`src/rtl/data_cache_pkg.sv`:
```
// -----------------------------------------------------------------------------
// data_cache_pkg
// Shared definitions for the data cache: controller state encoding and the
// cache geometry (8 lines x 4 bytes, 8-bit byte address split as
// tag[7:5] / index[4:2] / offset[1:0]).
// -----------------------------------------------------------------------------
package data_cache_pkg;

    localparam int LINES          = 8;
    localparam int BYTES_PER_LINE = 4;
    localparam int TAG_W          = 3;
    localparam int INDEX_W        = 3;
    localparam int OFFSET_W       = 2;

    typedef enum logic [1:0] {
        IDLE      = 2'd0,
        WRITEBACK = 2'd1,
        FETCH     = 2'd2
    } cache_state_t;

endpackage

```
`src/rtl/cache_line_store.sv`:
```
// -----------------------------------------------------------------------------
// cache_line_store
// Tag / valid / dirty / data arrays of the direct-mapped cache.
// Reads are asynchronous on 'index'; writes happen on the rising CLK edge.
//
// Ports
//   CLK, RESET                 clock, asynchronous active-high reset
//   index                      line selected for read and for both write ports
//   line_tag/valid/dirty/data  contents of the selected line
//   hit_we, hit_offset,
//   hit_data                   CPU store hit: write one byte, mark line dirty
//   fill_we, fill_offset,
//   fill_data, fill_last,
//   fill_tag                   refill byte from memory; fill_last completes
//                              the line (valid=1, dirty=0, tag loaded)
// -----------------------------------------------------------------------------
module cache_line_store
    import data_cache_pkg::*;
(
    input  logic                               CLK,
    input  logic                               RESET,
    input  logic [INDEX_W-1:0]                 index,
    output logic [TAG_W-1:0]                   line_tag,
    output logic                               line_valid,
    output logic                               line_dirty,
    output logic [BYTES_PER_LINE-1:0][7:0]     line_data,
    input  logic                               hit_we,
    input  logic [OFFSET_W-1:0]                hit_offset,
    input  logic [7:0]                         hit_data,
    input  logic                               fill_we,
    input  logic [OFFSET_W-1:0]                fill_offset,
    input  logic [7:0]                         fill_data,
    input  logic                               fill_last,
    input  logic [TAG_W-1:0]                   fill_tag
);

    logic [LINES-1:0]                     valid;
    logic [LINES-1:0]                     dirty;
    logic [TAG_W-1:0]                     tags [LINES];
    logic [BYTES_PER_LINE-1:0][7:0]       data [LINES];

    assign line_tag   = tags[index];
    assign line_valid = valid[index];
    assign line_dirty = dirty[index];
    assign line_data  = data[index];

    // Status bits. Every refill byte clears valid until the last byte lands,
    // so a refill aborted by reset never leaves a half-written line valid.
    always_ff @(posedge CLK or posedge RESET) begin
        if (RESET) begin
            valid <= '0;
            dirty <= '0;
        end else if (fill_we) begin
            valid[index] <= fill_last;
            dirty[index] <= 1'b0;
        end else if (hit_we) begin
            dirty[index] <= 1'b1;
        end
    end

    // Payload arrays need no reset: they are only observed through valid.
    always_ff @(posedge CLK) begin
        if (fill_we) begin
            data[index][fill_offset] <= fill_data;
            if (fill_last) begin
                tags[index] <= fill_tag;
            end
        end else if (hit_we) begin
            data[index][hit_offset] <= hit_data;
        end
    end

endmodule

```
`src/rtl/data_cache.sv`:
```
// -----------------------------------------------------------------------------
// data_cache
// Direct-mapped, write-back, write-allocate data cache, 8 lines x 4 bytes,
// between a CPU and a byte-wide data memory.
//
// Ports
//   CLK, RESET                    clock, asynchronous active-high reset
//   cpu_read, cpu_write           CPU access request (both high = store)
//   cpu_address, cpu_writedata    byte address and store data
//   cpu_readdata                  load data, valid while busywait is low
//   busywait                      stall to the CPU
//   mem_read, mem_write,
//   mem_address, mem_writedata    byte request to data memory (registered)
//   mem_readdata, mem_busy        data memory response
// -----------------------------------------------------------------------------
module data_cache
    import data_cache_pkg::*;
(
    input  logic       CLK,
    input  logic       RESET,
    input  logic       cpu_read,
    input  logic       cpu_write,
    input  logic [7:0] cpu_address,
    input  logic [7:0] cpu_writedata,
    output logic [7:0] cpu_readdata,
    output logic       busywait,
    output logic       mem_read,
    output logic       mem_write,
    output logic [7:0] mem_address,
    output logic [7:0] mem_writedata,
    input  logic [7:0] mem_readdata,
    input  logic       mem_busy
);

    cache_state_t                   state, state_next;
    logic [OFFSET_W-1:0]            beat, beat_next;
    logic                           seen_busy, seen_busy_next;
    logic                           mem_read_next, mem_write_next;
    logic [7:0]                     mem_address_next, mem_writedata_next;

    logic [TAG_W-1:0]               tag;
    logic [INDEX_W-1:0]             index;
    logic [OFFSET_W-1:0]            offset;
    logic [TAG_W-1:0]               line_tag;
    logic                           line_valid, line_dirty;
    logic [BYTES_PER_LINE-1:0][7:0] line_data;
    logic                           access, hit, hit_we, fill_we;

    assign tag    = cpu_address[7:5];
    assign index  = cpu_address[4:2];
    assign offset = cpu_address[1:0];

    assign access       = cpu_read | cpu_write;
    assign hit          = line_valid && (line_tag == tag);
    assign busywait     = access & ((state != IDLE) | ~hit);
    assign cpu_readdata = hit ? line_data[offset] : 8'h00;
    assign hit_we       = (state == IDLE) && cpu_write && hit;

    cache_line_store u_store (
        .CLK         (CLK),
        .RESET       (RESET),
        .index       (index),
        .line_tag    (line_tag),
        .line_valid  (line_valid),
        .line_dirty  (line_dirty),
        .line_data   (line_data),
        .hit_we      (hit_we),
        .hit_offset  (offset),
        .hit_data    (cpu_writedata),
        .fill_we     (fill_we),
        .fill_offset (beat),
        .fill_data   (mem_readdata),
        .fill_last   (beat == 2'd3),
        .fill_tag    (tag)
    );

    // Controller registers, including the memory request outputs so that
    // they are glitch-free and held stable across the whole handshake.
    always_ff @(posedge CLK or posedge RESET) begin
        if (RESET) begin
            state         <= IDLE;
            beat          <= '0;
            seen_busy     <= 1'b0;
            mem_read      <= 1'b0;
            mem_write     <= 1'b0;
            mem_address   <= 8'h00;
            mem_writedata <= 8'h00;
        end else begin
            state         <= state_next;
            beat          <= beat_next;
            seen_busy     <= seen_busy_next;
            mem_read      <= mem_read_next;
            mem_write     <= mem_write_next;
            mem_address   <= mem_address_next;
            mem_writedata <= mem_writedata_next;
        end
    end

    // Each byte transfer: raise the request, wait for mem_busy high, then
    // for mem_busy low; on that low edge capture/finish and drop the
    // request. The following cycle has the request low (the mandatory gap)
    // and re-raises it for the next beat.
    always_comb begin
        state_next         = state;
        beat_next          = beat;
        seen_busy_next     = seen_busy;
        mem_read_next      = mem_read;
        mem_write_next     = mem_write;
        mem_address_next   = mem_address;
        mem_writedata_next = mem_writedata;
        fill_we            = 1'b0;

        case (state)
            IDLE: begin
                if (access && !hit) begin
                    beat_next      = '0;
                    seen_busy_next = 1'b0;
                    if (line_valid && line_dirty) begin
                        state_next         = WRITEBACK;
                        mem_write_next     = 1'b1;
                        mem_address_next   = {line_tag, index, 2'b00};
                        mem_writedata_next = line_data[0];
                    end else begin
                        state_next       = FETCH;
                        mem_read_next    = 1'b1;
                        mem_address_next = {tag, index, 2'b00};
                    end
                end
            end

            WRITEBACK, FETCH: begin
                if (mem_read || mem_write) begin
                    if (!seen_busy) begin
                        if (mem_busy) begin
                            seen_busy_next = 1'b1;
                        end
                    end else if (!mem_busy) begin
                        mem_read_next  = 1'b0;
                        mem_write_next = 1'b0;
                        seen_busy_next = 1'b0;
                        fill_we        = (state == FETCH);
                        beat_next      = beat + 2'd1;
                        if (beat == 2'd3) begin
                            state_next = (state == WRITEBACK) ? FETCH : IDLE;
                        end
                    end
                end else if (state == WRITEBACK) begin
                    mem_write_next     = 1'b1;
                    mem_address_next   = {line_tag, index, beat};
                    mem_writedata_next = line_data[beat];
                end else begin
                    mem_read_next    = 1'b1;
                    mem_address_next = {tag, index, beat};
                end
            end

            default: begin
                state_next = IDLE;
            end
        endcase
    end

endmodule

```
`config.mk`:
```
export PLATFORM = sky130hd
export DESIGN_NAME = data_cache
export DESIGN_NICKNAME = d
export VERILOG_FILES = /design/src/rtl/data_cache_pkg.sv /design/src/rtl/cache_line_store.sv /design/src/rtl/data_cache.sv
export SDC_FILE = /design/constraint.sdc
export NUM_CORES = 1
export LEC_CHECK = 0
export ABC_CLOCK_PERIOD_IN_PS = 3460
export BUFFER_PORTS_ARGS = -buffer_cell sky130_fd_sc_hd__buf_2
export CAP_MARGIN = 20
export CORE_ASPECT_RATIO = 1.2
export CORE_MARGIN = 2
export CORE_UTILIZATION = 41
export CTS_BUF_LIST = sky130_fd_sc_hd__clkbuf_4 sky130_fd_sc_hd__clkbuf_8
export DETAILED_ROUTE_END_ITERATION = 6
export PLACE_DENSITY = 0.66
export SKIP_CTS_REPAIR_TIMING = 1
export SYNTH_ARGS = -nofsm -noshare
export SYNTH_HDL_FRONTEND = slang
export SYNTH_SLANG_ARGS = --single-unit
```
`constraint.sdc`:
```
create_clock -name CLK -period 3.46 [get_ports CLK]
set_input_delay 0.692 -clock CLK [delete_from_list [all_inputs] [get_ports CLK]]
set_output_delay 0.692 -clock CLK [all_outputs]
set_load 0.05 [all_outputs]
```
==> results_dict.tcl <==
set metrics [dict create \
    area_delta_synth_final_pct 23.32 \
    post-route-cell-area_mm2 0.01703 \
    fin_tns_setup_ns 0 \
    yosysWarnings 0 \
    syn-num-nets 938 \
    fin_nets 1166 \
    rows 73 \
    port_buffers 55 \
    drt_iter0_drc 1026 \
    num-fill-cells 2768 \
    place_area_mm2 0.01587 \
    total_power_mw 9.197 \
    fmax_ghz 0.2915 \
    gp_congestion 0.9128 \
    worstPathArrival_ns 2.74 \
    vdd_drop_max_mv 0.2713 \
    period_needed_ns 3.430 \
    postSynthCellCount 901 \
    clockRootBuffer "clkbuf_8" \
    critPathLaunchType "input pin" \
    die_w_um 171.5 \
    drc_errors 0 \
    clkSinkCount 319 \
    startpoint "cpu_address[2]" \
    crit_chain "buf_4 > buf_12 > clkinv_1 > nor2_2 > buf_4 > buf_4 > a22o_1 > a221oi_2 > buf_4 > mux4_2 > nor2_4 > buf_4" \
    grt_max_degree 40 \
    n_antenna_cell 0 \
    outcome "completed" \
    slew_viol_final 0 \
    hpwl_um 27550 \
    maxCapViolCount 0 \
    cp_common_cell "buf_4" \
    max_stage_delay_ns 0.53 \
    wl_per_cell_um 24.03 \
    async_flop_share_pct 12.23 \
    start_util_pct 41.64 \
    drtAntennaViolNets 0 \
    grt_overflow 0 \
    setup_violations 0 \
    antenna_found_initial 1 \
    vias 9228 \
    cts_buffer_depth 3 \
    power-per-cell-area_mw_per_mm2 540.2 \
    pin_count 56 \
    ys_seq_area_share_pct 67.97 \
    slew_headroom_pct 53.05 \
    finalNonFillerCells 1618 \
    synth_seq_cells 319 \
    rsz0062_at_grt "yes" \
    clk_pin_slew_ns 0.06 \
    layout-drive-gt1-share_pct 37.59 \
    syn-cell-area_mm2 0.01381 \
    placedCellCount 1524 \
    first_pass_iters 7 \
    tightest_slew_ns 0.6969 \
    grt_usage_pct 22.38 \
    die_height_um 205.0 \
    hold_class "in2async" \
    grt_first_pass_wirelength_um 57330 \
    wirelength_um 38880 \
    slowest_stage "mux4_2" \
    clock_latency_ns 0.59 \
    die_area_mm2 0.03517 \
    finalHoldViolCount 0 \
    final.setup_skew_ns 0.03555 \
    post-route-period-util_pct 99.14 \
    leakage_nw 6.294 \
    cts_buffers 51 \
    synth_ff_type "edfxtp_1" \
    synth_area_per_cell_um2 15.32 \
    synth_cell_types 61 \
    grt_pass1_vias 9276 \
    hold_ws_ns 0.2280 \
    synth_edf_count 280 \
    htree_num_levels 2 \
    cp_max_fo 19 \
    criticalPathCategory "in2out" \
    cp-end-kind "primary output" \
    cts_tree "yes" \
    core-area_mm2 0.03316 \
    cp.required_ns 2.77 \
    viasPerCell 5.703 \
    r2r_start "state[0]" \
]
[stage by stage]
step                util, %  worst slack, ns
finish                51.35          0.02971
global route          51.35         -0.04090
CTS                   50.76          -0.1061
detailed placement    47.87         -0.09834
global placement      47.87          -0.1214
floorplan                 -         -0.02257
[cell families (layout without fill, tap and decap cells)]
| family | Yosys count | count (layout) | synth area share (%) |
|---|---|---|---|
| AO/OA/AOI/OAI | 180 | 180 | 9.361 |
| XOR/XNOR | 3 | 3 | 0.1903 |
| adder cells (fa/ha/maj) | 8 | 8 | 0.7250 |
| buffers and inverters | 69 | 336 | 2.293 |
| flip-flops | 319 | 319 | 67.97 |
| multiplexers | 146 | 146 | 13.86 |
| AND/OR/NAND/NOR | 176 | 176 | 5.610 |
[sequential cells by signal, summed over array words and instances, names as in the netlist, named ones only]
register and cells:
u_store.valid 8, state 2, mem_writedata 8, u_store.tags 24
seen_busy 1, mem_read 1, beat 2, mem_address 8
u_store.data 256, mem_write 1
[power by group]
group / leakage [nW] / switching (mW) / internal, mW / total, mW
Sequential: 3.02 / 0.0987 / 4.32 / 4.42
Clock: 0.514 / 1.47 / 1.57 / 3.04
Combinational: 2.76 / 1.10 / 0.635 / 1.74
[final timing paths]
kind / slack [ns] / depth (start not counted) / to
max: 0.03 / 12 / cpu_readdata[7]
min: 0.23 / 3 / mem_write
max reg2reg: 0.54 / 10 / u_store.data[5][26]
min reg2reg: 0.50 / 1 / mem_address[5]
max in group asynchronous: 2.88 / 3 / mem_writedata[7]
min in group CLK: 0.45 / 1 / u_store.tags[1][1]
[layout by cell type (no fill, tap or decap), types with 11 or more instances in the layout]
cell,count
edfxtp_1,280
buf_4,161
nor2_1,74
mux2i_1,55
clkbuf_8,51
mux2_2,45
nand2_1,45
buf_2,45
dfrtp_1,39
o21ai_0,37
a221oi_1,33
mux2_4,24
mux4_2,22
o22ai_1,21
clkbuf_4,18
a21oi_1,17
inv_1,14
buf_12,13
clkinv_1,11
clkinv_2,11
[cells in the mapped netlist (3+ instances only)]
cell type	count	area [um2]
buf_1	7	26.28
nor2b_1	5	31.28
dfrtp_1	39	975.9
mux2_2	45	506.7
clkbuf_1	28	105.1
ha_1	8	100.1
a222oi_1	3	30.03
mux2i_1	55	550.5
xnor2_1	3	26.28
nor3_1	4	20.02
a221o_1	7	70.07
o31ai_1	4	30.03
and4_1	3	26.28
buf_6	5	56.30
mux2_4	24	360.4
nor2_1	86	322.8
nor2_2	3	18.77
inv_1	14	52.55
nand2_1	46	172.7
nand2b_1	5	31.28
a22oi_1	10	75.07
nand3_1	8	40.04
o31a_1	3	26.28
or3_1	3	18.77
o21ai_0	37	185.2
o32ai_1	3	26.28
o22a_1	3	26.28
edfxtp_1	280	8408
a21oi_1	19	95.09
buf_2	9	45.04
mux4_2	22	495.5
and2_1	3	18.77
a221oi_1	41	359.1
o22ai_1	24	150.1
a22o_1	6	52.55
[layer usage]
| metal | share of wire, % | vias up | routed length (um) | track usage (%) |
|---|---|---|---|---|
| met5 | 0.033 | - | 13 | 0 |
| met1 | 39 | 4604 | 15330 | 28.85 |
| li1 | - | 4034 | - | - |
| met3 | 7.6 | 112 | 2970 | 4.212 |
| met4 | 4.8 | 2 | 1883 | 10.62 |
| met2 | 48 | 476 | 18680 | 36.49 |
[layout make-up]
type | count | area, um2 | area share [%]
Clock buffer | 68 | 829.5 | 4.872
Inverter | 17 | 63.81 | 0.3748
Timing Repair Buffer | 227 | 1780 | 10.46
Clock inverter | 24 | 128.9 | 0.7569
Multi-Input combinational cell | 513 | 4277 | 25.12
Sequential cell | 319 | 9384 | 55.11
Tap cell | 450 | 563.0 | 3.307
[worst max-delay path: cells and delay by family]
kind                   cells  cell delay [ns]
buffers and inverters      7             1.04
muxes                      1             0.53
AOI/OAI and AO/OA          2             0.24
and+or+nand+nor            2             0.21
Power figures use the tool's default switching activity.
